===== config.mk =====
export PLATFORM = sky130hd
export DESIGN_NAME = arcade_game_selector
export DESIGN_NICKNAME = d
export VERILOG_FILES = /design/src/rtl/arcade_game_selector.sv
export SDC_FILE = /design/constraint.sdc
export NUM_CORES = 1
export LEC_CHECK = 0
export ABC_AREA = 1
export CORE_UTILIZATION = 42
export CTS_CLUSTER_SIZE = 16
export DETAILED_ROUTE_END_ITERATION = 6
export PLACE_DENSITY = 0.91
export SYNTH_ARGS = -nofsm -noshare
export SYNTH_HDL_FRONTEND = slang
export SYNTH_SLANG_ARGS = --single-unit

===== constraint.sdc =====
create_clock -name CLK -period 4.4 [get_ports CLK]
set_input_delay 0.88 -clock CLK [delete_from_list [all_inputs] [get_ports CLK]]
set_output_delay 0.88 -clock CLK [all_outputs]
set_load 0.02 [all_outputs]

===== src/rtl/arcade_game_selector.sv =====
// arcade_game_selector: N-slot game menu with key-driven cursor, start/done launch handshake and VGA mux.
// Optional feature macro SELECTOR_WRAP_EN: cursor wraps at both ends instead of saturating.
module arcade_game_selector #(
    parameter int NUM_GAMES = 4,
    parameter int COLOR_W   = 4,
    parameter int SLOT_H    = 48,
    parameter int MENU_Y0   = 64
) (
    input  logic                             CLK,
    input  logic                             RST_BTN,
    input  logic [9:0]                       x,
    input  logic [8:0]                       y,
    input  logic                             key_up_n,
    input  logic                             key_down_n,
    input  logic                             key_sel_n,
    input  logic                             key_back_n,
    input  logic [NUM_GAMES-1:0]             game_done,
    input  logic [NUM_GAMES*3*COLOR_W-1:0]   game_rgb,
    output logic [NUM_GAMES-1:0]             game_start,
    output logic [2:0]                       cur_sel,
    output logic [COLOR_W-1:0]               vga_r,
    output logic [COLOR_W-1:0]               vga_g,
    output logic [COLOR_W-1:0]               vga_b
);

    localparam int PIX_W = 3 * COLOR_W;
    localparam logic [1:0] ST_MENU   = 2'd0;
    localparam logic [1:0] ST_LAUNCH = 2'd1;
    localparam logic [1:0] ST_RUN    = 2'd2;
    localparam logic [1:0] ST_EXIT   = 2'd3;
    localparam logic [2:0] LAST_IDX  = 3'(NUM_GAMES - 1);
    localparam logic [PIX_W-1:0] MENU_BLUE = {{(PIX_W-1){1'b0}}, 1'b1} << (COLOR_W - 1);
    localparam int K_UP   = 0;
    localparam int K_DOWN = 1;
    localparam int K_SEL  = 2;
    localparam int K_BACK = 3;

    logic [3:0]            key_raw_s;
    logic [3:0]            sync1_r;
    logic [3:0]            sync2_r;
    logic [3:0]            prev_r;
    logic [3:0]            press_s;
    logic [1:0]            state_r;
    logic [1:0]            state_nx_s;
    logic [2:0]            cursor_r;
    logic [2:0]            cursor_nx_s;
    logic [2:0]            cursor_up_s;
    logic [2:0]            cursor_down_s;
    logic [NUM_GAMES-1:0]  cur_onehot_s;
    logic [NUM_GAMES-1:0]  slot_hit_s;
    logic [NUM_GAMES-1:0]  game_start_r;
    logic                  done_sel_s;
    logic                  x_in_s;
    logic [PIX_W-1:0]      rgb_sel_s;
    logic [PIX_W-1:0]      pix_s;
    logic [PIX_W-1:0]      pix_r;

    assign key_raw_s = {key_back_n, key_sel_n, key_down_n, key_up_n};
    assign press_s   = prev_r & ~sync2_r;

    // Key synchroniser and previous-level register; released (1) out of reset
    always_ff @(posedge CLK or negedge RST_BTN) begin
        if (!RST_BTN) begin
            sync1_r <= 4'b1111;
            sync2_r <= 4'b1111;
            prev_r  <= 4'b1111;
        end else begin
            sync1_r <= key_raw_s;
            sync2_r <= sync1_r;
            prev_r  <= sync2_r;
        end
    end

    assign cur_onehot_s = {{(NUM_GAMES-1){1'b0}}, 1'b1} << cursor_r;
    assign done_sel_s   = |(game_done & cur_onehot_s);

`ifdef SELECTOR_WRAP_EN
    assign cursor_up_s   = (cursor_r == 3'd0)     ? LAST_IDX : cursor_r - 3'd1;
    assign cursor_down_s = (cursor_r == LAST_IDX) ? 3'd0     : cursor_r + 3'd1;
`else
    assign cursor_up_s   = (cursor_r == 3'd0)     ? 3'd0     : cursor_r - 3'd1;
    assign cursor_down_s = (cursor_r == LAST_IDX) ? LAST_IDX : cursor_r + 3'd1;
`endif

    assign x_in_s = (x >= 10'd160) && (x < 10'd480);
    for (genvar gi = 0; gi < NUM_GAMES; gi++) begin : g_slot
        localparam int SLOT_LO = MENU_Y0 + gi * SLOT_H;
        localparam int SLOT_HI = SLOT_LO + SLOT_H - 8;
        assign slot_hit_s[gi] = x_in_s && (int'(y) >= SLOT_LO) && (int'(y) < SLOT_HI);
    end

    // Colour slice of the game under the cursor
    always_comb begin
        rgb_sel_s = {PIX_W{1'b0}};
        for (int i = 0; i < NUM_GAMES; i++) begin
            rgb_sel_s = rgb_sel_s | (game_rgb[i*PIX_W +: PIX_W] & {PIX_W{cur_onehot_s[i]}});
        end
    end

    // Menu / launch / run / exit sequencing and cursor movement
    always_comb begin
        state_nx_s  = state_r;
        cursor_nx_s = cursor_r;
        case (state_r)
            ST_MENU: begin
                if (press_s[K_SEL]) begin
                    state_nx_s = ST_LAUNCH;
                end else if (press_s[K_UP] && !press_s[K_DOWN]) begin
                    cursor_nx_s = cursor_up_s;
                end else if (press_s[K_DOWN] && !press_s[K_UP]) begin
                    cursor_nx_s = cursor_down_s;
                end else begin
                    cursor_nx_s = cursor_r;
                end
            end
            ST_LAUNCH: begin
                if (sync2_r[K_SEL]) begin
                    state_nx_s = ST_RUN;
                end else begin
                    state_nx_s = ST_LAUNCH;
                end
            end
            ST_RUN: begin
                if (done_sel_s || press_s[K_BACK]) begin
                    state_nx_s = ST_EXIT;
                end else begin
                    state_nx_s = ST_RUN;
                end
            end
            ST_EXIT: begin
                if (!done_sel_s && (&sync2_r)) begin
                    state_nx_s = ST_MENU;
                end else begin
                    state_nx_s = ST_EXIT;
                end
            end
            default: begin
                state_nx_s  = ST_MENU;
                cursor_nx_s = 3'd0;
            end
        endcase
    end

    // Pixel source: menu slots, running game, or black while launching/exiting
    always_comb begin
        pix_s = {PIX_W{1'b0}};
        case (state_r)
            ST_MENU: begin
                if (|(slot_hit_s & cur_onehot_s)) begin
                    pix_s = {PIX_W{1'b1}};
                end else if (|slot_hit_s) begin
                    pix_s = MENU_BLUE;
                end else begin
                    pix_s = {PIX_W{1'b0}};
                end
            end
            ST_RUN:  pix_s = rgb_sel_s;
            default: pix_s = {PIX_W{1'b0}};
        endcase
    end

    // State, cursor, run enable and video registers; game_start follows the next state
    always_ff @(posedge CLK or negedge RST_BTN) begin
        if (!RST_BTN) begin
            state_r      <= ST_MENU;
            cursor_r     <= 3'd0;
            game_start_r <= {NUM_GAMES{1'b0}};
            pix_r        <= {PIX_W{1'b0}};
        end else begin
            state_r      <= state_nx_s;
            cursor_r     <= cursor_nx_s;
            game_start_r <= (state_nx_s == ST_RUN) ? cur_onehot_s : {NUM_GAMES{1'b0}};
            pix_r        <= pix_s;
        end
    end

    assign game_start = game_start_r;
    assign cur_sel    = cursor_r;
    assign vga_r      = pix_r[PIX_W-1 -: COLOR_W];
    assign vga_g      = pix_r[2*COLOR_W-1 -: COLOR_W];
    assign vga_b      = pix_r[COLOR_W-1:0];

endmodule


=== Word level (Yosys, flattened, before mapping) ===
Cells that the tools add are included.

* Input bits: 77
* Register bits: 33
* Output and inout port bits: 19
* Logic and storage cells: 74

* Order comparisons: 10
* Reductions and logical operators: 24
* Shift operators: 1
* Equality and inequality tests: 5
* Add/subtract/negate cells: 2
* Mux-type cells: 13
* Bitwise operators: 12

{| class="wikitable"
|+ Operator list
! kind !! number
|-
| bitwise AND 12 bit || 4
|-
| OR 12 bit || 3
|-
| less-than comparator 9 x 8 -> 1 bit (second input constant) || 3
|-
| case mux 12 bit (2 select lines) || 1
|-
| >= comparator 9 x 7 -> 1 bit (second input constant) || 2
|-
| >= comparator 9 x 8 -> 1 bit (second input constant) || 2
|-
| bitwise AND 4 bit || 3
|-
| logical AND 1 bit || 12
|-
| two-way mux 12 bit || 1
|-
| two-way mux 3 bit || 4
|-
| OR reduction 4 bit || 3
|-
| >= comparator 10 x 8 -> 1 bit (second input constant) || 1
|-
| less-than comparator 10 x 9 -> 1 bit (second input constant) || 1
|-
| less-than comparator 9 x 7 -> 1 bit (second input constant) || 1
|-
| two-way mux 4 bit || 2
|-
| case mux 2 bit (4 select lines) || 1
|-
| equality test 2 bit (second input constant) || 3
|-
| two-way mux 2 bit || 3
|-
| NOT 4 bit || 1
|-
| AND reduction 4 bit || 1
|-
| << shifter 1 x 3 -> 4 bit (first input constant) || 1
|-
| adder 3 x 1 -> 3 bit (second input constant) || 1
|-
| equality test 3 x 2 -> 1 bit (second input constant) || 1
|-
| zero test 1 bit || 3
|-
| 9 further kinds || 9
|}

=== Logic depth before layout (Yosys ltp) ===
Gate-level depths: netlist (run 1).

* Word-level depth: 9
* Gate-level depth with buffers: 12

=== Least setup slack after synthesis (run 1) ===
OpenSTA, ideal clock, no wires.

* Kind: input to register
* Start point: input x[7]
* End point: register pix_r[0]
* Setup slack: 2.613 ns
* Data arrival time: 1.666 ns
* Path buffers: 1
* Stages on the path: 10
* Data required time: 4.280 ns
* Cells stage by stage: nand2_1 inv_1 nand2_1 nand3_1 inv_1 nand3_1 nand2_1 o21ai_2 buf_6 nand2_1

* Cells in the longest elaborated chain, start to end: 8
* Elaborated cells between the ends (all ways): 15
* Classes of those cells: 2 x order compare; 2 x mux; 1 x bitwise; 10 x reduce/logical

{| class="wikitable"
|+ RTL lines
! item !! line !! text
|-
| start, declared || 11 || <nowiki>input logic [9:0] x,</nowiki>
|-
| >= comparator 10 x 8 -> 1 bit or less-than comparator 10 x 9 -> 1 bit (tied branches) || 85 || <nowiki>assign x_in_s = (x >= 10'd160) && (x < 10'd480);</nowiki>
|-
| logical AND 1 bit * || 85 ||
|-
| logical AND 1 bit (2 in series) || 89 || <nowiki>assign slot_hit_s[gi] = x_in_s && (int'(y) >= SLOT_LO) && (int'(y) < SLOT_HI);</nowiki>
|-
| bitwise AND 4 bit * || 149 || <nowiki>if (|(slot_hit_s & cur_onehot_s)) begin</nowiki>
|-
| OR reduction 4 bit * || 149 ||
|-
| two-way mux 12 bit * || 149 ||
|-
| case mux 12 bit (2 select lines) * || 147 || <nowiki>case (state_r)</nowiki>
|-
| named net pix_s[0] || 55 || <nowiki>logic [PIX_W-1:0] pix_s;</nowiki>
|-
| end signal, assigned || 168 || <nowiki>pix_r <= {PIX_W{1'b0}};</nowiki>
|-
| end signal, assigned || 173 || <nowiki>pix_r <= pix_s;</nowiki>
|-
| end, declared || 56 || <nowiki>logic [PIX_W-1:0] pix_r;</nowiki>
|}

Mark *: on every way through the listed nets, which the timed path passes. The rest lies on a longest branch.
A chain may end at the register's enable or synchronous reset.

=== Worst setup path in the final report (run 1) ===
* Start point: input y[5]
* End point: register pix_r[1]

* Cells in the longest elaborated chain, start to end: 7
* Elaborated cells between the ends (all ways): 20
* Classes of those cells: 8 x order compare; 2 x mux; 1 x bitwise; 9 x reduce/logical

{| class="wikitable"
|+ RTL lines
! item !! line !! text
|-
| start, declared || 12 || <nowiki>input logic [8:0] y,</nowiki>
|-
| >= comparator 9 x 7 -> 1 bit or >= comparator 9 x 8 -> 1 bit (tied branches) || 89 ||
|-
| logical AND 1 bit (2 in series) || 89 ||
|-
| bitwise AND 4 bit * || 149 ||
|-
| OR reduction 4 bit * || 149 ||
|-
| two-way mux 12 bit * || 149 ||
|-
| case mux 12 bit (2 select lines) * || 147 ||
|-
| named net pix_s[1] || 55 ||
|}

Marks and branches as above.

==> results of run 1 <==
-- critical path: stages --
cell and delay, ps:
clkdlybuf4s50_1 570, nand3_1 120, o21ai_0 170, nor2_1 80, nand3_1 70, nand2_1 70, o21ai_2 390, nand2_1 110
-- area by class of cell --
cell class	instances	area [sq um]	area share [%]
clock inverter	2	10.0	0.360
tap	50	62.6	2.25
timing repair buffer	88	878	31.6
sequential	33	841	30.3
inverter	30	113	4.05
clock buffer	6	72.6	2.61
multi-input combinational	146	802	28.9
-- metrics by stage --
stage,hold WS (ps),cells,worst slack (ps),utilization [%]
after floorplan,345,215,2610,-
after global placement,346,347,1840,66.5
after CTS,355,355,2100,68.5
after detailed placement,347,347,1810,66.5
final,356,355,2090,68.5
after global routing,359,355,1880,68.5
-- cells in the final DEF, fill, tap and decap left out, types with 4 or more instances in the layout --
cell / count
clkbuf_8: 5
ha_1: 6
o21ai_1: 6
nand3_1: 15
dfrtp_1: 21
clkdlybuf4s50_1: 87
nand2_1: 51
a22o_1: 24
dfstp_2: 12
nor2_2: 4
o21ai_0: 15
nor2_1: 15
inv_2: 4
inv_1: 26
-- cells by family after synthesis --
family | share of synthesized area, %
and+or+nand+nor | 21.0
DFF | 46.8
adders and majority gates | 4.18
buffers and inverters | 8.56
AOI/OAI and AO/OA | 19.4
-- sequential cells by signal, summed over array words and instances, names as in the netlist --
signal,cells
sync2_r,4
pix_r,12
prev_r,4
cur_sel,3
sync1_r,4
game_start,4
state_r,2
-- worst max path at each step --
| stage | from | to | slack [ps] | cells past startpoint |
|---|---|---|---|---|
| after floorplan | x[7] | pix_r[0] | 2610 | 10 |
| after global placement | y[5] | pix_r[6] | 1840 | 8 |
| after detailed placement | y[5] | pix_r[4] | 1810 | 8 |
| after CTS | y[5] | pix_r[4] | 2100 | 8 |
| after global routing | y[5] | pix_r[9] | 1880 | 8 |
| final | y[5] | pix_r[1] | 2090 | 8 |
-- layer usage --
metal	vias up	global-route usage, %
met5	-	0
met4	0	8.51
met3	0	4.39
met2	76	40.4
met1	838	25.6
li1	888	-
-- synthesized netlist by cell type, drive strengths merged, types with 2 or more instances --
cell type / instances
a22o: 24
dfrtp: 21
dfstp: 12
buf: 5
o21ai: 22
nand3: 15
a21oi: 2
nor2: 19
nand2: 53
ha: 6
inv: 30
-- power by group through the flow --
stage          combinational (mW)  clock [mW]  sequential, mW
2_1_floorplan               0.333           0           0.508
3_3_place_gp                0.665           0           0.427
3_5_place_dp                0.684           0           0.431
4_1_cts                     0.688       0.214           0.426
5_1_grt                     0.753       0.229           0.436
6_report                    0.686       0.210           0.425
==> metrics.md, run 1 <==
| Metric | Value |
|---|---|
| CP max FO | 11 |
| Hold Crit Class | reg2reg |
| Internal Power | 0.803 mW |
| Slew margin rel. | 47.5% |
| Post-DP HPWL | 3.63 mm |
| Initial Util | 44.3% |
| Synth warn | 0 |
| Mapped Area | 1800 sq um |
| Vias in the first global route | 1,714 |
| Total power | 1.32 mW |
| Setup Skew | 10.1 ps |
| Critical path required time | 4550 ps |
| DR vias/cell | 5.08 |
| Met2 Wirelength | 2.57 mm |
| Post-route setup TNS | 0 ps |
| Setup Buffers After CTS | 0 |
| Worst-path clk slew | 70 ps |
| CTS tree | yes |
| P per Cell Area | 475 nW/um^2 |
| Clk sinks | 33 |
| Hold Path End | sync2_r[0] |
| Slew of the pin with the lowest slew margin | 785 ps |
| Status | complete, no violations |
| IO Port Bufs | 87 |
| Fraction of registers with async set/reset | 100% |
| Leading area contributor after synthesis | dfrtp_1 |
| Die span in x | 67.4 um |
| Placed Area | 2700 sq um |
| Drt wl/cell | 12.8 um |
| Routed vias | 1,802 |
| Mapped Nets | 298 |
| DRC violations left | 0 |
| Netlist cell types | 23 |
| CTS Hold Bufs | 0 |
| Slew Limit Fails | 0 |
| Clock root buffer | clkbuf_8 |
| Final setup vio count | 0 |
| Post-synthesis sequential area ratio | 46.8% |
| Top FF cell, synth | dfrtp_1 |
| Max Cap Violations | 0 |
| M1 WL | 1.69 mm |
| Final hold vios | 0 |
| Post-route ant nets | 0 |
| Resized cells post-CTS | 0 |
| Num CTS Buffers | 5 |
| Syn-to-layout area delta | 54.7% |
| Cell depth of the worst min-delay path | 0 |
| Share of power burned in registers | 32.2% |
| Clock period minus worst slack | 2310 ps |
| Gr usage total | 22.3% |
| Period utilisation layout | 52.6% |
| R2R Setup Slk | 2320 ps |
| Fillers | 323 |
| Share of layout cells above drive strength 1 | 10.2% |
| Met3 wire len | 298 um |
| Number of synthesized flops with an enable pin | 0 |
| Diode count | 0 |
| Top layer in use | met3 |
| Total global routing overflow | 0 |
| Synth Area per Inst | 8.36 sq um |
| Critical Setup Path Class | in2reg |
| R2R Path Start | cur_sel[0] |
| Critical Path End Type | register |
| Htree depth | 2 |
| CP arrival | 2460 ps |
| Initial antenna violation count | 0 |
| Clk Latency, worst-skew pair | 280 ps |
| Clock buffer depth | 2 |
| Synthesized instance count | 215 |
| Max VDD drop | 0.000245 V |
| FP Rows | 23 |
| Die height | 67.4 um |
| RSZ-0062 raised after global routing | no |
| Logic pwr share | 51.9% |
| DRT Pass-1 Iters | 4 |
| Reg2reg end | game_start[2] |
| Final net count | 387 |
| Register bit total from synthesis | 33 |
| Critical Path Start Type | input port |
| Largest cells by area after synthesis | dfrtp_1, dfstp_2, a22o_1 |
| Hold_sp | sync1_r[0] |
| First-pass GRT wire length | 7.58 mm |
| Design Area, Final | 2780 sq um |
| Switch share | 39.2% |
| Num ports | 96 |
| Core Box Area | 4060 sq um |
| DRT Wirelength | 4.55 mm |
| Initial DRC count | 106 |
| P_leak | 1.34 nW |
| Clk pwr share | 15.9% |
| Die footprint | 4540 sq um |
| Fmax | 432 MHz |
| Reg2Reg Depth | 12 |
| Largest net degree at the start of global routing | 34 |
| Final RePlAce weighted congestion | 0.844 |
| P_sw | 0.518 mW |
| Top-area cell type share of the netlist area | 29.2% |
Note: power is estimated with default switching activity, not from simulation.
==> inputs of run 2 (changes only) <==
- CORE_UTILIZATION: 42 -> 35
- PLACE_DENSITY: 0.91 -> 0.82
- clock period: 4.4 -> 1.9 ns (I/O delays scaled with it)
==> metrics.md, run 2 (synthesis gave the netlist of run 1 again) <==
| Metric | Value |
|---|---|
| Status | complete, no violations (unchanged) |
| RSZ-0062 raised after global routing | no (unchanged) |
| Critical Setup Path Class | reg2out (was in2reg) |
| Resized cells post-CTS | 0 (unchanged) |
| Largest net degree at the start of global routing | 34 (unchanged) |
| Initial Util | 37.3% (was 44.3%) |
| Worst Path Buf+Inv | 1 (unchanged) |
| Slew of the pin with the lowest slew margin | 379 ps (was 785 ps) |
| Max reg flops | 12 (unchanged) |
| Clk sinks | 33 (unchanged) |
| Period utilisation layout | 91.6% |
| DRT Wirelength | 4.44 mm (was 4.55 mm) |
| Placed Area | 2760 sq um (was 2700 sq um) |
| Critical path required time | 1520 ps (was 4550 ps) |
| Final setup vio count | 0 (unchanged) |
| Clk Latency, worst-skew pair | 280 ps (about the same) |
| First-pass GRT wire length | 7.71 mm (was 7.58 mm) |
| Slowest cell delay on critical path | 640 ps (was 570 ps) |
| Max VDD drop | 0.000399 V (was 0.000245 V) |
| Hold Crit Class | reg2reg (unchanged) |
| Fillers | 456 (was 323) |
| CP arrival | 1360 ps (was 2460 ps) |
| Die footprint | 5420 sq um (was 4540 sq um) |
| IO Port Bufs | 87 (unchanged) |
| FP Rows | 25 (was 23) |
| Most frequent cells in the layout | clkdlybuf4s50_1, nand2_1, inv_1 (unchanged) |
| Max Cap Violations | 0 (unchanged) |
| Clock root buffer | clkbuf_8 (unchanged) |
| Slew margin rel. | 74.7% (was 47.5%) |
| Clock buffer depth | 2 (unchanged) |
| Initial antenna violation count | 0 (unchanged) |
| DRC violations left | 0 (unchanged) |
| Final RePlAce weighted congestion | 0.819 (was 0.844) |
| P per Cell Area | 1130 nW/um^2 (was 475 nW/um^2) |
| CTS tree | yes (unchanged) |
| Fmax | 575 MHz |
| Setup Skew | 1.69 ps (was 10.1 ps) |
| Critical path cell sequence | clkdlybuf4s50_1 (was clkdlybuf4s50_1 -> nand3_1 -> o21ai_0 -> nor2_1 -> nand3_1 -> nand2_1 -> o21ai_2 -> nand2_1) |
| Layout Cells excl Fill | 377 (was 355) |
| Gr usage total | 18.5% (was 22.3%) |
| Syn-to-layout area delta | 60.0% (was 54.7%) |
| Post-DP HPWL | 3.60 mm (was 3.63 mm) |
| Clock period minus worst slack | 1740 ps |
| Drt wl/cell | 11.8 um (was 12.8 um) |
| Design Area, Final | 2880 sq um (was 2780 sq um) |
| Cells after DPL | 369 (was 347) |
| Die span in x | 73.7 um (was 67.4 um) |
| Diode count | 0 (unchanged) |
| Most flops, register | pix_r (unchanged) |
| Final net count | 392 (was 387) |
| Commonest non-fill, non-tap cell in the layout | clkdlybuf4s50_1 (unchanged) |
| Num CTS Buffers | 5 (unchanged) |
| P_leak | 1.37 nW (was 1.34 nW) |
| CP delay by family, top | buffers and inverters (unchanged) |
| Setup Buffers After CTS | 0 (unchanged) |
| DRT Pass-1 Iters | 4 (unchanged) |
| Total global routing overflow | 0 (unchanged) |
| Share of layout cells above drive strength 1 | 11.9% (was 10.2%) |
| CP max FO | 5 (was 11) |
| Initial DRC count | 64 (was 106) |
| Final hold vios | 0 (unchanged) |
| CTS Hold Bufs | 0 (unchanged) |
| Post-route ant nets | 0 (unchanged) |
| Die height | 73.7 um (was 67.4 um) |
| Core Box Area | 4820 sq um (was 4060 sq um) |
| Htree depth | 2 (unchanged) |
| Total power | 3.25 mW (was 1.32 mW) |
| Critical Path End Type | output pin (was register) |
| Routed vias | 1,772 (was 1,802) |
| Critical Path Start Type | register (was input port) |
| DR vias/cell | 4.70 (was 5.08) |
| Worst-path clk slew | 60 ps (was 70 ps) |
| Num ports | 96 (unchanged) |
| Slew Limit Fails | 0 (unchanged) |
| Vias in the first global route | 1,858 (was 1,714) |
| Crit-path slowest cell | clkdlybuf4s50_1 (unchanged) |
-- run 2: path summary, 6_finish.rpt --
| kind | startpoint | to | slack [ps] | cells after the start |
|---|---|---|---|---|
| worst max-delay path | cur_sel[2] | cur_sel[2] | 160 | 1 |
| worst min-delay path | sync1_r[1] | sync2_r[1] | 360 | 0 |
| worst max register to register | cur_sel[0] | pix_r[10] | 240 | 9 |
| worst min register to register | sync1_r[1] | sync2_r[1] | 360 | 0 |
| max in group asynchronous | RST_BTN | sync1_r[1] | 1080 | 2 |
| min in group asynchronous | RST_BTN | game_start[1] | 500 | 2 |
-- run 2: layout make-up --
cell class | instances | area (sq um) | area share, %
clock buffers | 7 | 86.3 | 3.00
clock inverters | 1 | 30.0 | 1.04
inverters | 30 | 115 | 4.00
multi-input cells | 146 | 802 | 27.9
flip-flops and latches | 33 | 842 | 29.3
well taps | 67 | 83.8 | 2.92
repair buffers | 93 | 916 | 31.9
-- run 2: per-layer routing --
layer	track usage (%)	wire length [um]
met5	0	0
met3	3.98	293
met4	7.69	54
met2	33.0	2310
met1	21.4	1780
-- run 2: power by group --
part | internal, mW | total (mW) | switching [mW]
clock | 0.427 | 0.659 | 0.232
combinational | 0.736 | 1.60 | 0.868
sequential | 0.894 | 0.985 | 0.0911
-- run 2: per-stage QoR --
| step | worst slack (ps) | utilization [%] | TNS, ps | hold slack, ps |
|---|---|---|---|---|
| 3_3_place_gp | 10.1 | 57.2 | 0 | 347 |
| 5_1_grt | 13.6 | 59.7 | 0 | 361 |
| 3_5_place_dp | -17.6 | 57.2 | -49.3 | 347 |
| 2_1_floorplan | 275 | - | 0 | 84.4 |
| 4_1_cts | 157 | 59.6 | 0 | 357 |
| 6_report | 160 | 59.7 | 0 | 357 |
